==> src/rtl/axi_lite_bridge_pkg.sv <==
// rtl/axi_lite_bridge_pkg.sv - burst/response encodings and FSM states for the AXI4 to AXI4-Lite bridge
package axi_lite_bridge_pkg;

  localparam logic [1:0] BURST_FIXED = 2'd0;
  localparam logic [1:0] BURST_INCR  = 2'd1;
  localparam logic [1:0] BURST_WRAP  = 2'd2;

  localparam logic [1:0] RESP_OKAY   = 2'd0;
  localparam logic [1:0] RESP_EXOKAY = 2'd1;
  localparam logic [1:0] RESP_SLVERR = 2'd2;
  localparam logic [1:0] RESP_DECERR = 2'd3;

  typedef enum logic [1:0] {
    RD_IDLE = 2'd0,
    RD_ADDR = 2'd1,
    RD_DATA = 2'd2,
    RD_OUT  = 2'd3
  } rd_state_e;

  typedef enum logic [1:0] {
    WR_IDLE  = 2'd0,
    WR_BEAT  = 2'd1,
    WR_LRESP = 2'd2,
    WR_BRESP = 2'd3
  } wr_state_e;

  // Worst response wins when folding per-beat responses into one B.
  function automatic logic [1:0] resp_max(input logic [1:0] a, input logic [1:0] b);
    return (b > a) ? b : a;
  endfunction

endpackage

==> src/rtl/axi_lite_bridge_addr_gen.sv <==
// rtl/axi_lite_bridge_addr_gen.sv - next beat address and error-burst detection
module axi_lite_bridge_addr_gen #(
  parameter int ADDR_WIDTH = 64,
  parameter int STRB_WIDTH = 8
) (
  input  logic [ADDR_WIDTH-1:0] addr_i,
  input  logic [2:0]            size_i,
  input  logic [1:0]            burst_i,
  output logic [ADDR_WIDTH-1:0] next_addr_o,
  output logic                  err_o
);
  import axi_lite_bridge_pkg::*;

  localparam logic [2:0]            MAX_SIZE = 3'($clog2(STRB_WIDTH));
  localparam logic [ADDR_WIDTH-1:0] ONE      = {{(ADDR_WIDTH-1){1'b0}}, 1'b1};

  assign err_o       = (burst_i == BURST_WRAP) || (size_i > MAX_SIZE);
  assign next_addr_o = (burst_i == BURST_INCR) ? addr_i + (ONE << size_i) : addr_i;

endmodule

==> src/rtl/axi_lite_bridge.sv <==
// rtl/axi_lite_bridge.sv - AXI4 slave to AXI4-Lite master bridge, one Lite transaction per burst beat
// Define AXI_LITE_BRIDGE_DEBUG_EN to trace slave-side address and write-data handshakes.
module axi_lite_bridge #(
  parameter int AXI_ADDR_WIDTH = 64,
  parameter int AXI_DATA_WIDTH = 64,
  parameter int AXI_ID_WIDTH   = 5,
  parameter int AXI_USER_WIDTH = 1,
  localparam int AXI_STRB_WIDTH = AXI_DATA_WIDTH / 8
) (
  input  logic                      clk_i,
  input  logic                      reset_i,
  input  logic                      s_awvalid_i,
  input  logic [1:0]                s_awburst_i,
  input  logic [AXI_ADDR_WIDTH-1:0] s_awaddr_i,
  input  logic [7:0]                s_awlen_i,
  input  logic [2:0]                s_awsize_i,
  input  logic [AXI_ID_WIDTH-1:0]   s_awid_i,
  input  logic [3:0]                s_awcache_i,
  input  logic [2:0]                s_awprot_i,
  input  logic [3:0]                s_awqos_i,
  input  logic [AXI_USER_WIDTH-1:0] s_awuser_i,
  input  logic                      s_awlock_i,
  output logic                      s_awready_o,
  input  logic                      s_wvalid_i,
  input  logic [AXI_STRB_WIDTH-1:0] s_wstrb_i,
  input  logic [AXI_DATA_WIDTH-1:0] s_wdata_i,
  input  logic                      s_wlast_i,
  input  logic [AXI_USER_WIDTH-1:0] s_wuser_i,
  output logic                      s_wready_o,
  input  logic                      s_bready_i,
  output logic                      s_bvalid_o,
  output logic [1:0]                s_bresp_o,
  output logic [AXI_ID_WIDTH-1:0]   s_bid_o,
  output logic [AXI_USER_WIDTH-1:0] s_buser_o,
  input  logic                      s_arvalid_i,
  input  logic [1:0]                s_arburst_i,
  input  logic [AXI_ADDR_WIDTH-1:0] s_araddr_i,
  input  logic [7:0]                s_arlen_i,
  input  logic [2:0]                s_arsize_i,
  input  logic [AXI_ID_WIDTH-1:0]   s_arid_i,
  input  logic [3:0]                s_arcache_i,
  input  logic [2:0]                s_arprot_i,
  input  logic [3:0]                s_arqos_i,
  input  logic [AXI_USER_WIDTH-1:0] s_aruser_i,
  input  logic                      s_arlock_i,
  output logic                      s_arready_o,
  input  logic                      s_rready_i,
  output logic                      s_rvalid_o,
  output logic [AXI_DATA_WIDTH-1:0] s_rdata_o,
  output logic [1:0]                s_rresp_o,
  output logic [AXI_ID_WIDTH-1:0]   s_rid_o,
  output logic                      s_rlast_o,
  output logic [AXI_USER_WIDTH-1:0] s_ruser_o,
  input  logic                      io_awready_i,
  output logic                      io_awvalid_o,
  output logic [AXI_ADDR_WIDTH-1:0] io_awaddr_o,
  input  logic                      io_wready_i,
  output logic                      io_wvalid_o,
  output logic [AXI_STRB_WIDTH-1:0] io_wstrb_o,
  output logic [AXI_DATA_WIDTH-1:0] io_wdata_o,
  input  logic                      io_bvalid_i,
  input  logic [1:0]                io_bresp_i,
  output logic                      io_bready_o,
  input  logic                      io_arready_i,
  output logic                      io_arvalid_o,
  output logic [AXI_ADDR_WIDTH-1:0] io_araddr_o,
  input  logic                      io_rvalid_i,
  input  logic [AXI_DATA_WIDTH-1:0] io_rdata_i,
  input  logic [1:0]                io_rresp_i,
  output logic                      io_rready_o
);
  import axi_lite_bridge_pkg::*;

  logic unused_inputs;
  assign unused_inputs = ^{s_awcache_i, s_awprot_i, s_awqos_i, s_awuser_i, s_awlock_i,
                           s_arcache_i, s_arprot_i, s_arqos_i, s_aruser_i, s_arlock_i,
                           s_wlast_i, s_wuser_i};

  // ---------------- read path ----------------
  rd_state_e                 rd_state_q;
  logic                      s_arready_q, io_arvalid_q, io_rready_q, s_rvalid_q, s_rlast_q;
  logic [AXI_ID_WIDTH-1:0]   rd_id_q;
  logic [AXI_ADDR_WIDTH-1:0] rd_addr_q;
  logic [7:0]                rd_len_q, rd_beat_q;
  logic [2:0]                rd_size_q;
  logic [1:0]                rd_burst_q, rd_resp_q;
  logic                      rd_err_q;
  logic [AXI_DATA_WIDTH-1:0] rd_data_q;

  // In IDLE the generator looks at the incoming request so the error check is ready at the handshake.
  logic [AXI_ADDR_WIDTH-1:0] rd_gen_addr, rd_next_addr;
  logic [2:0]                rd_gen_size;
  logic [1:0]                rd_gen_burst;
  logic                      rd_gen_err;
  assign rd_gen_addr  = (rd_state_q == RD_IDLE) ? s_araddr_i  : rd_addr_q;
  assign rd_gen_size  = (rd_state_q == RD_IDLE) ? s_arsize_i  : rd_size_q;
  assign rd_gen_burst = (rd_state_q == RD_IDLE) ? s_arburst_i : rd_burst_q;

  axi_lite_bridge_addr_gen #(.ADDR_WIDTH(AXI_ADDR_WIDTH), .STRB_WIDTH(AXI_STRB_WIDTH)) u_rd_gen (
    .addr_i(rd_gen_addr), .size_i(rd_gen_size), .burst_i(rd_gen_burst),
    .next_addr_o(rd_next_addr), .err_o(rd_gen_err)
  );

  always_ff @(posedge clk_i) begin
    if (reset_i) begin
      rd_state_q   <= RD_IDLE;
      s_arready_q  <= 1'b0;
      io_arvalid_q <= 1'b0;
      io_rready_q  <= 1'b0;
      s_rvalid_q   <= 1'b0;
      s_rlast_q    <= 1'b0;
      rd_id_q      <= '0;
      rd_addr_q    <= '0;
      rd_len_q     <= '0;
      rd_beat_q    <= '0;
      rd_size_q    <= '0;
      rd_burst_q   <= '0;
      rd_resp_q    <= '0;
      rd_err_q     <= 1'b0;
      rd_data_q    <= '0;
    end else begin
      case (rd_state_q)
        RD_IDLE: begin
          if (s_arvalid_i && s_arready_q) begin
            s_arready_q <= 1'b0;
            rd_id_q     <= s_arid_i;
            rd_addr_q   <= s_araddr_i;
            rd_len_q    <= s_arlen_i;
            rd_size_q   <= s_arsize_i;
            rd_burst_q  <= s_arburst_i;
            rd_beat_q   <= '0;
            rd_err_q    <= rd_gen_err;
            if (rd_gen_err) begin
              rd_data_q  <= '0;
              rd_resp_q  <= RESP_SLVERR;
              s_rvalid_q <= 1'b1;
              s_rlast_q  <= (s_arlen_i == 8'd0);
              rd_state_q <= RD_OUT;
            end else begin
              io_arvalid_q <= 1'b1;
              rd_state_q   <= RD_ADDR;
            end
          end else begin
            s_arready_q <= 1'b1;
          end
        end
        RD_ADDR: begin
          if (io_arready_i) begin
            io_arvalid_q <= 1'b0;
            io_rready_q  <= 1'b1;
            rd_state_q   <= RD_DATA;
          end
        end
        RD_DATA: begin
          if (io_rvalid_i) begin
            io_rready_q <= 1'b0;
            rd_data_q   <= io_rdata_i;
            rd_resp_q   <= io_rresp_i;
            s_rvalid_q  <= 1'b1;
            s_rlast_q   <= (rd_beat_q == rd_len_q);
            rd_state_q  <= RD_OUT;
          end
        end
        RD_OUT: begin
          if (s_rready_i) begin
            if (s_rlast_q) begin
              s_rvalid_q <= 1'b0;
              s_rlast_q  <= 1'b0;
              rd_state_q <= RD_IDLE;
            end else begin
              rd_beat_q <= rd_beat_q + 8'd1;
              rd_addr_q <= rd_next_addr;
              if (rd_err_q) begin
                s_rlast_q <= ((rd_beat_q + 8'd1) == rd_len_q);
              end else begin
                s_rvalid_q   <= 1'b0;
                io_arvalid_q <= 1'b1;
                rd_state_q   <= RD_ADDR;
              end
            end
          end
        end
        default: rd_state_q <= RD_IDLE;
      endcase
    end
  end

  assign s_arready_o  = s_arready_q;
  assign io_arvalid_o = io_arvalid_q;
  assign io_araddr_o  = rd_addr_q;
  assign io_rready_o  = io_rready_q;
  assign s_rvalid_o   = s_rvalid_q;
  assign s_rdata_o    = rd_data_q;
  assign s_rresp_o    = rd_resp_q;
  assign s_rid_o      = rd_id_q;
  assign s_rlast_o    = s_rlast_q;
  assign s_ruser_o    = '0;

  // ---------------- write path ----------------
  wr_state_e                 wr_state_q;
  logic                      s_awready_q, s_wready_q, io_awvalid_q, io_wvalid_q, io_bready_q, s_bvalid_q;
  logic                      aw_done_q, w_done_q, wr_err_q;
  logic [AXI_ID_WIDTH-1:0]   wr_id_q;
  logic [AXI_ADDR_WIDTH-1:0] wr_addr_q;
  logic [7:0]                wr_len_q, wr_beat_q;
  logic [2:0]                wr_size_q;
  logic [1:0]                wr_burst_q, wr_resp_q;
  logic [AXI_DATA_WIDTH-1:0] wr_data_q;
  logic [AXI_STRB_WIDTH-1:0] wr_strb_q;

  logic [AXI_ADDR_WIDTH-1:0] wr_gen_addr, wr_next_addr;
  logic [2:0]                wr_gen_size;
  logic [1:0]                wr_gen_burst;
  logic                      wr_gen_err;
  assign wr_gen_addr  = (wr_state_q == WR_IDLE) ? s_awaddr_i  : wr_addr_q;
  assign wr_gen_size  = (wr_state_q == WR_IDLE) ? s_awsize_i  : wr_size_q;
  assign wr_gen_burst = (wr_state_q == WR_IDLE) ? s_awburst_i : wr_burst_q;

  axi_lite_bridge_addr_gen #(.ADDR_WIDTH(AXI_ADDR_WIDTH), .STRB_WIDTH(AXI_STRB_WIDTH)) u_wr_gen (
    .addr_i(wr_gen_addr), .size_i(wr_gen_size), .burst_i(wr_gen_burst),
    .next_addr_o(wr_next_addr), .err_o(wr_gen_err)
  );

  logic s_w_hs, io_aw_hs, io_w_hs;
  assign s_w_hs   = s_wvalid_i && s_wready_q;
  assign io_aw_hs = io_awvalid_q && io_awready_i;
  assign io_w_hs  = io_wvalid_q && io_wready_i;

  always_ff @(posedge clk_i) begin
    if (reset_i) begin
      wr_state_q   <= WR_IDLE;
      s_awready_q  <= 1'b0;
      s_wready_q   <= 1'b0;
      io_awvalid_q <= 1'b0;
      io_wvalid_q  <= 1'b0;
      io_bready_q  <= 1'b0;
      s_bvalid_q   <= 1'b0;
      aw_done_q    <= 1'b0;
      w_done_q     <= 1'b0;
      wr_err_q     <= 1'b0;
      wr_id_q      <= '0;
      wr_addr_q    <= '0;
      wr_len_q     <= '0;
      wr_beat_q    <= '0;
      wr_size_q    <= '0;
      wr_burst_q   <= '0;
      wr_resp_q    <= '0;
      wr_data_q    <= '0;
      wr_strb_q    <= '0;
    end else begin
      case (wr_state_q)
        WR_IDLE: begin
          if (s_awvalid_i && s_awready_q) begin
            s_awready_q  <= 1'b0;
            wr_id_q      <= s_awid_i;
            wr_addr_q    <= s_awaddr_i;
            wr_len_q     <= s_awlen_i;
            wr_size_q    <= s_awsize_i;
            wr_burst_q   <= s_awburst_i;
            wr_beat_q    <= '0;
            wr_resp_q    <= RESP_OKAY;
            wr_err_q     <= wr_gen_err;
            aw_done_q    <= 1'b0;
            w_done_q     <= 1'b0;
            s_wready_q   <= 1'b1;
            io_awvalid_q <= !wr_gen_err;
            wr_state_q   <= WR_BEAT;
          end else begin
            s_awready_q <= 1'b1;
          end
        end
        WR_BEAT: begin
          if (wr_err_q) begin
            // Error bursts drain W beats without any Lite traffic.
            if (s_w_hs) begin
              if (wr_beat_q == wr_len_q) begin
                s_wready_q <= 1'b0;
                wr_resp_q  <= RESP_SLVERR;
                s_bvalid_q <= 1'b1;
                wr_state_q <= WR_BRESP;
              end else begin
                wr_beat_q <= wr_beat_q + 8'd1;
              end
            end
          end else begin
            if (s_w_hs) begin
              wr_data_q   <= s_wdata_i;
              wr_strb_q   <= s_wstrb_i;
              s_wready_q  <= 1'b0;
              io_wvalid_q <= 1'b1;
            end
            if (io_aw_hs) begin
              io_awvalid_q <= 1'b0;
              aw_done_q    <= 1'b1;
            end
            if (io_w_hs) begin
              io_wvalid_q <= 1'b0;
              w_done_q    <= 1'b1;
            end
            if ((aw_done_q || io_aw_hs) && (w_done_q || io_w_hs)) begin
              aw_done_q   <= 1'b0;
              w_done_q    <= 1'b0;
              io_bready_q <= 1'b1;
              wr_state_q  <= WR_LRESP;
            end
          end
        end
        WR_LRESP: begin
          if (io_bvalid_i) begin
            io_bready_q <= 1'b0;
            wr_resp_q   <= resp_max(wr_resp_q, io_bresp_i);
            if (wr_beat_q == wr_len_q) begin
              s_bvalid_q <= 1'b1;
              wr_state_q <= WR_BRESP;
            end else begin
              wr_beat_q    <= wr_beat_q + 8'd1;
              wr_addr_q    <= wr_next_addr;
              io_awvalid_q <= 1'b1;
              s_wready_q   <= 1'b1;
              wr_state_q   <= WR_BEAT;
            end
          end
        end
        WR_BRESP: begin
          if (s_bready_i) begin
            s_bvalid_q <= 1'b0;
            wr_state_q <= WR_IDLE;
          end
        end
        default: wr_state_q <= WR_IDLE;
      endcase
    end
  end

  assign s_awready_o  = s_awready_q;
  assign s_wready_o   = s_wready_q;
  assign io_awvalid_o = io_awvalid_q;
  assign io_awaddr_o  = wr_addr_q;
  assign io_wvalid_o  = io_wvalid_q;
  assign io_wdata_o   = wr_data_q;
  assign io_wstrb_o   = wr_strb_q;
  assign io_bready_o  = io_bready_q;
  assign s_bvalid_o   = s_bvalid_q;
  assign s_bresp_o    = wr_resp_q;
  assign s_bid_o      = wr_id_q;
  assign s_buser_o    = '0;

`ifdef AXI_LITE_BRIDGE_DEBUG_EN
  always @(negedge clk_i) begin
    if (!reset_i && s_arvalid_i && s_arready_q && rd_state_q == RD_IDLE)
      $display("axi_lite_bridge: READ Addr %x", s_araddr_i);
    if (!reset_i && s_awvalid_i && s_awready_q && wr_state_q == WR_IDLE)
      $display("WRITE Addr %x", s_awaddr_i);
    if (!reset_i && s_w_hs)
      $display("WRITE Data %x, Strb %x", s_wdata_i, s_wstrb_i);
  end
`else
`endif

endmodule

==> config.mk <==
export PLATFORM = sky130hd
export DESIGN_NAME = axi_lite_bridge
export DESIGN_NICKNAME = d
export VERILOG_FILES = /design/src/rtl/axi_lite_bridge_pkg.sv /design/src/rtl/axi_lite_bridge_addr_gen.sv /design/src/rtl/axi_lite_bridge.sv
export SDC_FILE = /design/constraint.sdc
export NUM_CORES = 1
export LEC_CHECK = 0
export ABC_AREA = 0
export ABC_CLOCK_PERIOD_IN_PS = 5400
export BUFFER_PORTS_ARGS = -buffer_cell sky130_fd_sc_hd__buf_4
export CORE_AREA = 2 2 247 249
export CTS_BUF_LIST = sky130_fd_sc_hd__clkbuf_16
export DETAILED_ROUTE_END_ITERATION = 16
export DIE_AREA = 0 0 249 251
export GPL_TIMING_DRIVEN = 1
export SKIP_LAST_GASP = 1
export SLEW_MARGIN = 30
export SYNTH_ARGS = -nofsm -noshare
export SYNTH_HDL_FRONTEND = slang
export SYNTH_SLANG_ARGS = --single-unit
==> constraint.sdc <==
create_clock -name clk_i -period 5.4 [get_ports clk_i]
set_input_delay 0.54 -clock clk_i [delete_from_list [all_inputs] [get_ports clk_i]]
set_output_delay 0.54 -clock clk_i [all_outputs]
set_load 0.005 [all_outputs]
==> flow_summary.toml, run 1 <==
[sta]
rsz0062_at_grt = "false"
relSlewSlack_pct = 35.1
finClkSkew_ps = 21.4
final.min_clock_period_ps = 4580
fin_crit_sh_pct = 84.9
fmax_mhz = 218
setup_viol = 0
tightest_slew_ps = 964
setup_tns_ps = 0
drv_slew = 0
hold_viol = 0

[setup_path]
crit_path_end_kind = "flop"
path_class = "reg -> reg"
critPathMaxFanout = 23
worstPathRequired_ps = 5860
crit_arrival_ps = 5040
start_kind = "flop"

[run]
drv_cap = 0

[floorplanning]
die_area_um2 = 62500
initial_core_util_pct = 35.2
dieWidth_um = 249
io_pins = 635
core_um2 = 59800
rows = 90
die_height_um = 251

[grt]
grt.total_usage_pct = 27.5
grt_start_max_net_pins = 155
grt_first_pass_wirelength_um = 137000
grt_overflow_total = 0
antenna_found_initial = 6
grt_pass1_vias = 22861

[placed_design]
finalWeightedCongestion = 0.952
postPlaceCellArea_um2 = 26300
dp_hpwl_um = 66500
portBuffers = 604

[clock_tree]
cts_hold_buf = 0
cts_setup_buffers = 0
cts_root_buffer = "clkbuf_16"
clk_pin_slew_ps = 60
cts_max_path_buffers = 3
cts_sinks = 339
clk_latency_ps = 580
numCtsBuffers = 44
h-tree-depth = 2
post_cts_resized = 0
cts_tree = "yes"

[route]
drc = 0
vias = 24252
antenna_left = 0
wl_um = 91200
viasPerCell = 5.91
post_drt_wl_per_cell_um = 22.2
drtIter0Drc = 2368
drtPass1Iterations = 6

[yosys]
synth_warnings = 0
synth_seq_cells = 339
async_reset_ff_share_pct = 0
synthFlopType = "dfxtp_1"
synth_edf_count = 0
syn_avg_cell_area_um2 = 7.56
postSynthCellCount = 2786
synth_area_um2 = 21100
synth.distinct_cells = 91
ys_seq_area_share_pct = 32.2

[pwr]
leakage_nw = 11.1
vdd_ir_drop_max_v = 0.000466
power_mw = 11.4
power_density_nw_per_um2 = 410

[finish]
fill_cells = 6031
fin_area_um2 = 27700
area_growth_pct = 31.5
layout-drive-gt1-share_pct = 24.0
nets = 3666

[run_status]
status = "finished clean"

[min_path]
min-delay-path-class = "in -> reg"
## layout by cell type (no fill, tap or decap), drive strengths merged, types with 38 or more instances in the layout
| master | instances |
|---|---|
| inv | 56 |
| clkbuf | 44 |
| nor2 | 247 |
| and3 | 40 |
| nor4 | 38 |
| o21ai | 130 |
| mux2 | 38 |
| nand4 | 53 |
| nor3 | 86 |
| a31oi | 48 |
| nand3 | 120 |
| dfxtp | 339 |
| xnor2 | 48 |
| a22oi | 90 |
| buf | 653 |
| nand3b | 47 |
| a21oi | 226 |
| mux2i | 56 |
| nand2 | 418 |
## registers in the layout (all words and copies together) (netlist names), 2 cells and up
| signal | flops |
|---|---|
| wr_size_q | 3 |
| rd_burst_q | 2 |
| wr_len_q | 8 |
| wr_burst_q | 2 |
| io_wstrb_o | 8 |
| s_bresp_o | 2 |
| wr_beat_q | 8 |
| s_rdata_o | 64 |
| rd_state_q | 2 |
| s_rid_o | 5 |
| rd_len_q | 8 |
| s_bid_o | 5 |
| rd_size_q | 3 |
| io_wdata_o | 64 |
| s_rresp_o | 2 |
| io_awaddr_o | 64 |
| rd_beat_q | 8 |
| io_araddr_o | 64 |
| wr_state_q | 2 |
## routing by layer
layer / track usage, % / routed length, um / vias up
met3: 7.23 / 8260 / 155
met1: 35.2 / 38000 / 11647
met2: 44.9 / 42300 / 1114
li1: - / - / 11332
met4: 8.88 / 2620 / 4
met5: 0 / 27 / -
## path summary, 6_finish.rpt
check | startpoint | endpoint | slack (ps) | cells past startpoint
min reg2reg | io_wdata_o[10]$_SDFFE_PP0P_ | io_wdata_o[10]$_SDFFE_PP0P_ | 460 | 2
min | s_awid_i[0] | s_bid_o[0]$_SDFFE_PP0P_ | 180 | 2
max reg2reg | wr_state_q[0]$_SDFFE_PP0P_ | io_awaddr_o[57]$_SDFFE_PP0P_ | 820 | 14
max | wr_state_q[0]$_SDFFE_PP0P_ | io_awaddr_o[57]$_SDFFE_PP0P_ | 820 | 14
## per-stage QoR
stage          utilization [%]  cells  worst slack (ps)  hold slack [ps]
3_3_place_gp              44.0   4024              1000              446
3_5_place_dp              44.0   4024               884              450
5_1_grt                   46.3   4107               457              151
2_1_floorplan                -   2787              3.71              440
6_report                  46.3   4107               816              181
4_1_cts                   46.3   4102               865              147
## worst max-delay path: stages (launching register included)
cell and delay [ps]:
dfxtp_1 370, inv_1 150, ha_4 340, clkinv_1 420
a31oi_1 360, nor2_1 70, ha_1 400, nand2_1 90
o21ai_0 350, a22oi_1 150, buf_4 240, nor4_1 840
nand3b_1 260, xnor2_1 180, o221a_2 260
## synthesized netlist by cell type, types with 9 or more instances
cell type / number / area [um^2]
ha_1: 31 / 388
nor2b_1: 20 / 125
o21a_1: 17 / 128
a221oi_1: 27 / 236
a22o_1: 28 / 245
o21ai_0: 126 / 631
a22oi_1: 90 / 676
nand2_1: 418 / 1570
nand2b_1: 14 / 87.6
o2111ai_1: 9 / 78.8
inv_1: 41 / 154
nand4_1: 52 / 325
nand4b_1: 17 / 149
o311ai_0: 13 / 114
buf_2: 14 / 70.1
xor2_1: 31 / 272
a211oi_1: 32 / 240
a21oi_1: 226 / 1130
buf_1: 30 / 113
a21boi_0: 12 / 90.1
dfxtp_1: 339 / 6790
a21o_1: 18 / 135
xnor2_1: 48 / 420
nand3b_1: 46 / 345
or3_1: 25 / 156
and2_1: 12 / 75.1
and4_1: 10 / 87.6
nand3_1: 117 / 586
a31oi_1: 48 / 300
o221ai_1: 11 / 96.3
mux2_2: 37 / 417
o211ai_1: 21 / 158
nor2_1: 247 / 927
nor3_1: 85 / 425
a311oi_1: 9 / 78.8
and3_1: 40 / 250
o22ai_1: 22 / 138
nor4_1: 34 / 213
o221a_2: 13 / 146
mux2i_1: 56 / 561
nor3b_1: 18 / 135
clkbuf_1: 148 / 556
## final cells by class
| type | count | area (um^2) | area share, % |
|---|---|---|---|
| multi-input combinational | 2208 | 13400 | 48.5 |
| sequential | 339 | 6790 | 24.5 |
| timing repair buffer | 653 | 4980 | 18.0 |
| clock buffer | 44 | 1100 | 3.97 |
| tap | 782 | 978 | 3.53 |
| clock inverter | 34 | 253 | 0.912 |
| inverter | 43 | 161 | 0.582 |
| antenna | 4 | 10.0 | 0.0361 |
## logic make-up (layout without fill, tap and decap cells)
| group | after synthesis | count (layout) | synth area share [%] |
|---|---|---|---|
| flops | 339 | 339 | 32.2 |
| mux | 94 | 94 | 4.71 |
| other cells | 1 | 6 | 0.0178 |
| compound gates | 809 | 809 | 25.7 |
| buf+inv | 240 | 774 | 4.56 |
| xor+xnor | 79 | 79 | 3.28 |
| fa+ha+maj | 33 | 33 | 2.03 |
| simple gates | 1191 | 1191 | 27.5 |
## report_power, final
part	leakage, nW	internal [mW]	switching, mW
Sequential	2.75	2.92	0.583
Combinational	7.63	2.02	2.99
Clock	0.707	1.62	1.22
Total	11.1	6.57	4.79
(Power assumes the default switching activity.)
==> run 2: changes to the inputs <==
--- a/config.mk
+++ b/config.mk
@@ -6,7 +6,7 @@
 export NUM_CORES = 1
 export LEC_CHECK = 0
 export ABC_AREA = 0
-export ABC_CLOCK_PERIOD_IN_PS = 5400
+export ABC_CLOCK_PERIOD_IN_PS = 4700
 export BUFFER_PORTS_ARGS = -buffer_cell sky130_fd_sc_hd__buf_4
 export CORE_AREA = 2 2 247 249
 export CTS_BUF_LIST = sky130_fd_sc_hd__clkbuf_16
==> constraint.sdc (replaced) <==
create_clock -name clk_i -period 4.7 [get_ports clk_i]
set_input_delay 0.47 -clock clk_i [delete_from_list [all_inputs] [get_ports clk_i]]
set_output_delay 0.47 -clock clk_i [all_outputs]
set_load 0.005 [all_outputs]
==> run 2 against run 1 <==
Power up 18%. Combinational power up 17%. Sequential share of layout area down 0.26 points. Sequential power up 15%. Largest cell class unchanged. Highest routed layer unchanged.
==> flow_summary.toml, run 2 (synthesis gave the netlist of run 1 again) <==
[clock_tree]
cts_hold_buf = 0
cts_tree = "yes"
cts_setup_buffers = 0
cts_sinks = 339
numCtsBuffers = 43
h-tree-depth = 2
cts_max_path_buffers = 3
clk_pin_slew_ps = 60
clk_latency_ps = 600
cts_root_buffer = "clkbuf_16"
post_cts_resized = 0

[sta]
setup_viol = 0
finClkSkew_ps = 37.0
rsz0062_at_grt = "false"
fmax_mhz = 237
drv_slew = 0
relSlewSlack_pct = 28.8
tightest_slew_ps = 1070
fin_crit_sh_pct = 89.6
final.min_clock_period_ps = 4210
hold_viol = 0
setup_slack_ps = 489

[finish]
instances_no_fill = 4137
regArea_um2 = 6790
fill_cells = 5932
utilization_pct = 46.8
final_cell_mix = "666 x buf_4, 418 x nand2_1, 339 x dfxtp_1"
final_common_cell = "buf_4"
multi_input_area_um2 = 13500
layout-drive-gt1-share_pct = 24.8
nets = 3685
area_growth_pct = 32.9

[setup_path]
path_cells = "inv_1 -> ha_4 -> mux2_2 -> nor2_1 -> ha_1 -> fa_1 -> a211oi_1 -> o21ai_1 -> nand3_1 -> nor4_1 -> mux2_2 -> o21ai_0 -> a221oi_1"
r2r_end = "io_araddr_o[32]$_SDFFE_PP0P_"
crit_family = "simple AND/OR/NAND/NOR gates"
start_kind = "flop"
cpMostUsedCell = "mux2_2"
critPathMaxStageDelay_ps = 580
worstSetupStartpoint = "rd_state_q[0]$_SDFFE_PP0P_"
cp_num_buf_inv = 1
worstPathRequired_ps = 5160
reg2reg_depth = 13
crit_path_end_kind = "flop"
critPathMaxFanout = 22
path_class = "reg -> reg"
crit_arrival_ps = 4670
reg2reg_slack_ps = 490
slowest_stage = "nor4_1"
worstReg2RegStart = "rd_state_q[0]$_SDFFE_PP0P_"

[grt]
grt.total_usage_pct = 28.3
grt_first_pass_wirelength_um = 140000
grt_pass1_vias = 22934
antenna_found_initial = 18
grt_overflow_total = 0
grt_start_max_net_pins = 197

[min_path]
hp-start = "s_awlen_i[5]"
min-delay-path-class = "in -> reg"
holdPathEnd = "wr_len_q[5]$_SDFFE_PP0P_"
whs_path_depth = 2

[floorplanning]
core_um2 = 59800
die_area_um2 = 62500
dieWidth_um = 249
initial_core_util_pct = 35.2
die_height_um = 251
rows = 90
io_pins = 635

[placed_design]
portBuffers = 604
dp.cells = 4043
dp_hpwl_um = 68300
finalWeightedCongestion = 0.942
dp_slack_ps = 541

[pwr]
internal_power_mw = 7.73
vdd_ir_drop_max_v = 0.000292
switching_power_mw = 5.61
power_density_nw_per_um2 = 476
p_seq_share_pct = 30.2
power_frac_comb_pct = 43.8
leakage_nw = 11.2
switching_share_pct = 42.1
pwr-share-clk_pct = 25.9
power_mw = 13.3

[route]
wl_um = 93200
drc = 0
vias = 24352
post_drt_wl_per_cell_um = 22.5
viasPerCell = 5.89
antenna_left = 0
drtIter0Drc = 2338
drtPass1Iterations = 7

[run_status]
status = "finished clean"

[run]
drv_cap = 0
==> run 2: changes by cell type in the layout (fill, tap and decap cells not counted), moves of 3 or more <==
cell,change
clkinv_2,+5
buf_4,+19
inv_1,-8
diode_2,+11
bufinv_16,+3
==> run 2: per-layer routing <==
layer	routed length [um]	vias to the layer above	track usage (%)
li1	-	11397	-
met4	3590	8	11.2
met3	8100	193	6.77
met5	48	-	0
met2	42600	1092	45.1
met1	38900	11662	36.9
==> run 2: area by class of cell <==
cell class | instances | area share [%]
clock inverters | 34 | 1.33
clock buffers | 43 | 3.84
repair buffers | 673 | 18.3
well taps | 782 | 3.49
multi-input cells | 2208 | 48.1
flip-flops and latches | 339 | 24.2
diodes | 15 | 0.134
inverters | 43 | 0.576
==> run 2: stage by stage <==
step	cell area, um^2	setup TNS (ps)	hold WS (ps)
2_1_floorplan	21100	-60.6	440
3_3_place_gp	26500	0	444
3_5_place_dp	26500	0	447
4_1_cts	27900	0	55.8
5_1_grt	28000	0	74.5
6_report	28000	0	89.4
==> run 2: worst reg2reg max path, delay by kind of cell (launching register included) <==
kind / cells / cell delay [ps]
buffers and inverters: 1 / 190
DFF: 1 / 360
AOI/OAI and AO/OA: 4 / 690
muxes: 2 / 800
and+or+nand+nor: 3 / 1220
adders and majority gates: 3 / 800
==> run 2: power by group through the flow <==
| stage | sequential [mW] | combinational (mW) | clock, mW |
|---|---|---|---|
| 6_report | 4.03 | 5.85 | 3.46 |
| 5_1_grt | 4.10 | 6.36 | 3.65 |
| 4_1_cts | 4.01 | 5.76 | 3.54 |
| 3_5_place_dp | 4.07 | 5.74 | 0 |
| 3_3_place_gp | 4.04 | 5.62 | 0 |
| 2_1_floorplan | 3.88 | 3.64 | 0 |
==> run 2: worst max path at each step <==
stage	end	slack (ps)	depth (start not counted)
floorplan	io_araddr_o[20]$_SDFFE_PP0P_	-60	20
global placement	io_araddr_o[32]$_SDFFE_PP0P_	540	13
detailed placement	io_araddr_o[32]$_SDFFE_PP0P_	540	13
CTS	io_araddr_o[32]$_SDFFE_PP0P_	520	13
global route	io_araddr_o[32]$_SDFFE_PP0P_	110	13
finish	io_araddr_o[32]$_SDFFE_PP0P_	490	13
